**src/rtl/mul_pkg.sv**
```systemverilog
// Shared types and constants for the sequential shift-add multiplier.
package mul_pkg;
  localparam int MUL_WIDTH = 32;
  localparam int MUL_CNT_W = 6;
  localparam int MUL_STEPS = 32;

  typedef enum logic [1:0] {
    IDLE = 2'd0,
    RUN  = 2'd1,
    DONE = 2'd2
  } mul_state_t;
endpackage

```
**src/rtl/and_32bit_bus.sv**
```systemverilog
// Fixed 32-bit bitwise AND bus, reused by the multiplier to form partial products.
module and_32bit_bus (
  input  logic [31:0] a,
  input  logic [31:0] b,
  output logic [31:0] y
);
  assign y = a & b;
endmodule

```
**src/rtl/shift_add_mul_seq.sv**
```systemverilog
// Sequential 32x32 unsigned shift-add multiplier with valid/ready handshakes.
// Optional early termination when SHIFT_ADD_MUL_EARLY_TERM_EN is defined.
module shift_add_mul_seq
  import mul_pkg::*;
#(
  parameter int WIDTH = MUL_WIDTH,
  parameter int CNT_W = MUL_CNT_W
) (
  input  logic                 clk,
  input  logic                 rst_n,
  input  logic                 start,
  output logic                 in_ready,
  input  logic [WIDTH-1:0]     multiplicand,
  input  logic [WIDTH-1:0]     multiplier,
  output logic                 out_valid,
  input  logic                 out_ready,
  output logic [2*WIDTH-1:0]   product,
  output logic                 busy
);

  mul_state_t               state_r;
  mul_state_t               state_s;
  logic [WIDTH-1:0]         m_r;
  // Bit 64 of the accumulator is always zero after the shift, so it is not stored.
  logic [2*WIDTH-1:0]       p_r;
  logic [CNT_W-1:0]         cnt_r;
  logic [2*WIDTH-1:0]       product_r;
  logic [WIDTH-1:0]         pp_s;
  logic [WIDTH:0]           sum_s;
  logic [2*WIDTH-1:0]       p_step_s;
  logic [2*WIDTH-1:0]       p_final_s;
  logic                     load_s;
  logic                     step_s;
  logic                     last_s;
`ifdef SHIFT_ADD_MUL_EARLY_TERM_EN
  logic [WIDTH-2:0]         mr_r;
  logic [CNT_W-1:0]         shamt_s;
`endif

  and_32bit_bus u_and_bus (
    .a (m_r),
    .b ({WIDTH{p_r[0]}}),
    .y (pp_s)
  );

  // Datapath: one accumulate-and-shift step, plus the collapsed tail shift.
  always_comb begin
    sum_s    = {1'b0, p_r[2*WIDTH-1:WIDTH]} + {1'b0, pp_s};
    p_step_s = {sum_s, p_r[WIDTH-1:1]};
`ifdef SHIFT_ADD_MUL_EARLY_TERM_EN
    shamt_s   = CNT_W'(MUL_STEPS - 1) - cnt_r;
    p_final_s = p_step_s >> shamt_s;
    last_s    = (cnt_r == CNT_W'(MUL_STEPS - 1)) || (mr_r == {(WIDTH-1){1'b0}});
`else
    p_final_s = p_step_s;
    last_s    = (cnt_r == CNT_W'(MUL_STEPS - 1));
`endif
  end

  // Next-state and control strobes.
  always_comb begin
    state_s = state_r;
    load_s  = 1'b0;
    step_s  = 1'b0;
    case (state_r)
      IDLE: begin
        if (start) begin
          load_s  = 1'b1;
          state_s = RUN;
        end else begin
          state_s = IDLE;
        end
      end
      RUN: begin
        step_s = 1'b1;
        if (last_s) begin
          state_s = DONE;
        end else begin
          state_s = RUN;
        end
      end
      DONE: begin
        if (out_ready) begin
          state_s = IDLE;
        end else begin
          state_s = DONE;
        end
      end
      default: state_s = IDLE;
    endcase
  end

  // State register.
  always_ff @(posedge clk or negedge rst_n) begin
    if (!rst_n) begin
      state_r <= IDLE;
    end else begin
      state_r <= state_s;
    end
  end

  // Operand, accumulator, counter and result registers.
  always_ff @(posedge clk or negedge rst_n) begin
    if (!rst_n) begin
      m_r       <= {WIDTH{1'b0}};
      p_r       <= {(2*WIDTH){1'b0}};
      cnt_r     <= {CNT_W{1'b0}};
      product_r <= {(2*WIDTH){1'b0}};
`ifdef SHIFT_ADD_MUL_EARLY_TERM_EN
      mr_r      <= {(WIDTH-1){1'b0}};
`endif
    end else if (load_s) begin
      m_r   <= multiplicand;
      p_r   <= {{WIDTH{1'b0}}, multiplier};
      cnt_r <= {CNT_W{1'b0}};
`ifdef SHIFT_ADD_MUL_EARLY_TERM_EN
      mr_r  <= multiplier[WIDTH-1:1];
`endif
    end else if (step_s) begin
      p_r   <= p_step_s;
      cnt_r <= cnt_r + CNT_W'(1);
`ifdef SHIFT_ADD_MUL_EARLY_TERM_EN
      mr_r  <= mr_r >> 1;
`endif
      if (last_s) begin
        product_r <= p_final_s;
      end
    end
  end

  assign in_ready  = (state_r == IDLE);
  assign busy      = (state_r == RUN) || (state_r == DONE);
  assign out_valid = (state_r == DONE);
  assign product   = product_r;

endmodule

```
**config.mk**
```make
export PLATFORM = sky130hd
export DESIGN_NAME = shift_add_mul_seq
export DESIGN_NICKNAME = d
export VERILOG_FILES = /design/src/rtl/mul_pkg.sv /design/src/rtl/and_32bit_bus.sv /design/src/rtl/shift_add_mul_seq.sv
export SDC_FILE = /design/constraint.sdc
export NUM_CORES = 1
export LEC_CHECK = 0
export CAP_MARGIN = 15
export CORE_MARGIN = 4
export CORE_UTILIZATION = 43
export CTS_CLUSTER_SIZE = 28
export DETAILED_ROUTE_END_ITERATION = 8
export PLACE_DENSITY = 0.66
export SKIP_CTS_REPAIR_TIMING = 1
export SLEW_MARGIN = 20
export SYNTH_ARGS = -nofsm -noshare
export SYNTH_HDL_FRONTEND = slang
export SYNTH_SLANG_ARGS = --single-unit
```
**constraint.sdc**
```tcl
create_clock -name clk -period 4.05 [get_ports clk]
set_input_delay 0.81 -clock clk [delete_from_list [all_inputs] [get_ports clk]]
set_output_delay 0.81 -clock clk [all_outputs]
set_load 0.02 [all_outputs]
```
-- After elaboration in Yosys (flattened, before gate mapping)
Index checks and enable logic that the tools add are counted.
- bits in registers: 168
- output and inout port bits: 67
- word-level logic and storage cells: 27
- $add $sub $neg: 2
- bitwise operators: 2
- reductions and logical operators: 4
- equal/unequal tests: 3
- mux-type cells: 11
- operator list (operator ; number):
    $mux W64 ; 2
    $add A32 B32 Y33 ; 1
    $and A32 B32 Y32 ; 1
    $mux W6 ; 2
    $add A6 B1 Y6 const B ; 1
    $eq A6 B5 Y1 const B ; 1
    $pmux W2 S3 ; 1
    $mux W1 ; 4
    $mux W2 ; 2
    $reduce_and A3 Y1 ; 1
    $eq A2 B1 Y1 const B ; 1
    $eq A2 B2 Y1 const B ; 1
    $logic_not A2 Y1 ; 1
    $reduce_bool A2 Y1 ; 1
    $logic_or A1 B1 Y1 ; 1
    $not A1 Y1 ; 1

-- Logic depth before layout (Yosys ltp)
- word-level depth: 4
- gate-level depth with buffers: 12

-- Cells and area by module
From an unflattened synthesis, not the netlist that was laid out.
- cell total of the unflattened synthesis: 965
- area total of the unflattened synthesis: 8738.4 µm²
- modules (own cells, without submodules) (module ; seq. area each (µm²) ; area each (µm²) ; cells each ; instances):
    shift_add_mul_seq ; 4204.0 ; 8538.2 ; 933 ; 1
    and_32bit_bus ; 0.0 ; 200.2 ; 32 ; 1

-- Worst setup path after synthesis
Ideal clock, no wire load.
- path kind: reg2reg
- from: register p_r[0]
- to: register p_r[63]
- stages on the path, launching flop included: 13
- data arrival time: 2.751 ns
- setup time: 0.082 ns
- clock period less this slack: 2.833 ns
- required time: 3.968 ns
- setup slack: 1.217 ns
- cell sequence: dfrtp_1 -> clkbuf_1 -> and2_1 -> ha_1 -> inv_1 -> fa_1 -> nor2b_1 -> o2111ai_1 -> a21oi_2 -> a211o_1 -> a31oi_1 -> or3_1 -> a31oi_1
- longest elaborated chain between the ends: 4
- RTL lines (element ; RTL line ; source):
    from (decl) ; shift_add_mul_seq.sv:25 ; logic [2*WIDTH-1:0] p_r;
    from (signal assigned) ; shift_add_mul_seq.sv:106 ; p_r <= {(2*WIDTH){1'b0}};
    from (signal assigned) ; shift_add_mul_seq.sv:114 ; p_r <= {{WIDTH{1'b0}}, multiplier};
    from (signal assigned) ; shift_add_mul_seq.sv:120 ; p_r <= p_step_s;
    $and A32 B32 Y32 ; and_32bit_bus.sv:7 ; assign y = a & b;
    $add A32 B32 Y33 ; shift_add_mul_seq.sv:48 ; sum_s = {1'b0, p_r[2*WIDTH-1:WIDTH]} + {1'b0, pp_s};
    $mux W64 ; shift_add_mul_seq.sv:119 ; end else if (step_s) begin
    $mux W64 ; shift_add_mul_seq.sv:112 ; end else if (load_s) begin
Every way passes these cells. The select of a mux whose other input is x is not followed.
A chain may end at the register's enable or synchronous reset.

-- Worst setup path in the final report
Same ends and word-level chain as after synthesis.

==> impl_metrics.tcl <==
set metrics [dict create \
    crit_chain "buf_4 > and2_1 > ha_1 > inv_1 > fa_1 > nor2b_1 > o2111ai_1 > a21oi_2 > a211o_1 > a31oi_1 > or3_1 > a31oi_1" \
    cp.arrival_ps 3700 \
    critPathTopFamily "compound AO/OA/AOI/OAI gates" \
    finalPower_mw 9.295 \
    ys_seq_area_frac 0.4634 \
    worst-setup-path-type "flop to flop" \
    wl_per_cell_um 17.03 \
    required_ps 4400 \
    clock_sinks 168 \
    first_pass_iters 7 \
    routabilityCongestion 0.9269 \
    wl_mm 24.49 \
    yosys_warnings 0 \
    netlist-cell-type-count 62 \
    tritoncts "built" \
    ys_seq_elements 168 \
    port_buffers 134 \
    fin_crit_ps 3349 \
    synth.avg_cell_area_um2 8.647 \
    grt_max_degree 90 \
    dp_hpwl_mm 16.67 \
    hp-class "primary input to asynchronous set/reset pin" \
    dieHeight_um 153.2 \
    slew_violations 0 \
    max_stage_delay_ps 490 \
    period_share 0.8268 \
    grt_pass1_vias 7829 \
    cap_violations 0 \
    max_slew.worst_pin.slew_ps 1088 \
    synthFlopType "dfrtp_1" \
    drt_iter0_drc 663 \
    antennaDiodeCount 0 \
    syn_area_um2 9071 \
    htree_levels 4 \
    die_w_um 153.2 \
    grt_usage 0.2095 \
    clockBufferDepth 2 \
    met1_usage 0.2821 \
    worstSetupEndpointType "flop" \
    area_delta_synth_final_pct 24.63 \
    hold_viol_final 0 \
    clk_pin_slew_worst_paths_ps 70 \
    placedCellCount 1406 \
    postSynthCellCount 1049 \
    final.fill_count 1905 \
    startpoint "p_r[0]$_DFFE_PN0P_" \
    synth-edff-count 0 \
    vias 7757 \
    ant_nets 0 \
    critPathMaxFanout 15 \
    top_usage_layer "met2" \
    setup-violations-final 0 \
    drive_gt1_frac 0.05822 \
    crit_path_start_kind "flop" \
    rr_startpoint "p_r[0]$_DFFE_PN0P_" \
    fin_cells 1438 \
    setup_slack_ps 701.3 \
    drc 0 \
    grt_util_met2 0.3470 \
    nNetsFinal 1261 \
    ctsRootBufferMaster "clkbuf_16" \
    row_count 52 \
    p_leak_nw 5.497 \
    fin_setup_tns_ps 0 \
    antenna_found_initial 1 \
    max_freq_ghz 0.2986 \
    dp_slack_ps 749.7 \
    grt_overflow 0 \
    die_area_um2 23480 \
    cpMaxStageDelayCell "dfrtp_1" \
    outcome "complete, no violations" \
    clk_latency_ps 430 \
    pin_count 135 \
    clock_skew_ps 10.07 \
    synth_fp_nets 1155 \
    rsz0062_at_grt "false" \
    crit_path_frequent_cell "a31oi_1" \
    crit_buf_inv 2 \
    slew-limit-headroom 0.2747 \
    core_um2 20490 \
    start_util 0.4426 \
    vias_per_cell 5.394 \
    irDropWorstVdd_mv 0.3950 \
    p_per_area_nw_per_um2 822.2 \
    globalRouteMet3Util 0.04750 \
    numCtsBuffers 17 \
    async_flop_share 1.000 \
    fin_util 0.5516 \
    grt_pass1_wl_mm 40.34 \
]
worst paths after layout:
kind	endpoint	slack (ps)	cells after the start
max reg2reg	p_r[63]$_DFFE_PN0P_	700	12
min reg2reg	m_r[6]$_DFFE_PN0P_	470	2
min	m_r[16]$_DFFE_PN0P_	450	1
max in group asynchronous	p_r[24]$_DFFE_PN0P_	2630	2
min in group clk	m_r[6]$_DFFE_PN0P_	470	2
max	p_r[63]$_DFFE_PN0P_	700	12
cells in the mapped netlist, drive strengths merged (4+ instances only):
| cell | n | area share |
|---|---|---|
| a21oi | 52 | 0.032 |
| a21o | 12 | 0.0099 |
| buf | 9 | 0.0054 |
| clkbuf | 51 | 0.021 |
| nand4 | 12 | 0.0083 |
| o21ai | 77 | 0.042 |
| or3 | 9 | 0.0062 |
| a211o | 5 | 0.0048 |
| nor2 | 53 | 0.022 |
| dfrtp | 168 | 0.46 |
| nand2 | 329 | 0.14 |
| xnor2 | 12 | 0.012 |
| o21a | 9 | 0.0074 |
| nor3 | 11 | 0.0066 |
| and2 | 35 | 0.024 |
| o21bai | 4 | 0.0033 |
| inv | 13 | 0.0054 |
| ha | 37 | 0.051 |
| a211oi | 11 | 0.0091 |
| o211ai | 9 | 0.0080 |
| xor2 | 11 | 0.011 |
| nand3 | 26 | 0.014 |
| a31oi | 7 | 0.0065 |
| mux2i | 42 | 0.046 |
| and3 | 4 | 0.0028 |
final cells by class:
class | instances | area [um2] | share of cell area
Clock buffer | 18 | 439.2 | 0.03884
Clock inverter | 14 | 209.0 | 0.01848
Inverter | 14 | 52.55 | 0.004648
Multi-Input combinational cell | 807 | 4598 | 0.4067
Sequential cell | 168 | 4204 | 0.3718
Tap cell | 270 | 337.8 | 0.02988
Timing Repair Buffer | 147 | 1465 | 0.1296
kinds of logic after synthesis:
family / after synthesis / share of synthesized area
and+or+nand+nor: 496 / 0.2337
AOI/OAI and AO/OA: 205 / 0.1450
DFF: 168 / 0.4634
buffers and inverters: 74 / 0.03241
muxes: 45 / 0.05007
adders and majority gates: 38 / 0.05324
xor gates and xnor gates: 23 / 0.02221
report_power, final:
part | leakage [nW] | switching (mW) | total [mW] | internal, mW
clock | 0.317 | 0.763 | 1.78 | 1.02
combinational | 3.02 | 2.68 | 4.57 | 1.89
sequential | 2.16 | 0.506 | 2.95 | 2.44
total | 5.50 | 3.94 | 9.30 | 5.35
worst reg2reg max path, stage by stage, from the launching register on:
cell and delay, ps:
dfrtp_1 490, buf_4 240, and2_1 150, ha_1 180, inv_1 60, fa_1 400, nor2b_1 170, o2111ai_1 180
a21oi_2 360, a211o_1 230, a31oi_1 200, or3_1 430, a31oi_1 170
registers in the layout, indices dropped and copies added (netlist names):
register	count
cnt_r	6
p_r	64
state_r	2
product	64
m_r	32
through the flow:
| step | hold slack [ps] | area [um2] |
|---|---|---|
| final | 450.0 | 11310 |
| after global routing | 493.1 | 11310 |
| after CTS | 471.9 | 11310 |
| after detailed placement | 461.1 | 10660 |
| after global placement | 452.7 | 10660 |
| after floorplan | 437.4 | 9071 |
layer usage:
layer | vias to the layer above | wire length [um] | part of all wire
met5 | - | 13 | 0.00053
li1 | 3773 | - | -
met2 | 199 | 11780 | 0.48
met1 | 3755 | 11030 | 0.45
met3 | 28 | 1349 | 0.055
met4 | 2 | 320 | 0.013
layout by cell type (no fill, tap or decap), types with 4 or more instances in the layout:
master / netlist / routed
o21a_1: 9 / 9
and3_1: 4 / 4
o211ai_1: 8 / 8
nor3_1: 10 / 10
xor2_1: 11 / 11
o21ai_1: 4 / 4
a31oi_1: 6 / 6
nand2_1: 329 / 328
a211o_1: 5 / 5
clkdlybuf4s50_1: 0 / 133
a21o_1: 12 / 12
clkbuf_16: 0 / 17
inv_1: 13 / 13
nor2_1: 53 / 52
and2_1: 35 / 34
dfrtp_1: 168 / 168
o21ai_0: 73 / 73
a21oi_2: 4 / 4
a21oi_1: 47 / 47
ha_1: 37 / 36
o21bai_1: 4 / 4
a211oi_1: 11 / 11
nand3_1: 26 / 26
or3_1: 9 / 9
xnor2_1: 12 / 12
mux2i_1: 42 / 42
nand4_1: 12 / 12
buf_4: 0 / 11
Note: power is estimated with default switching activity, not from simulation.
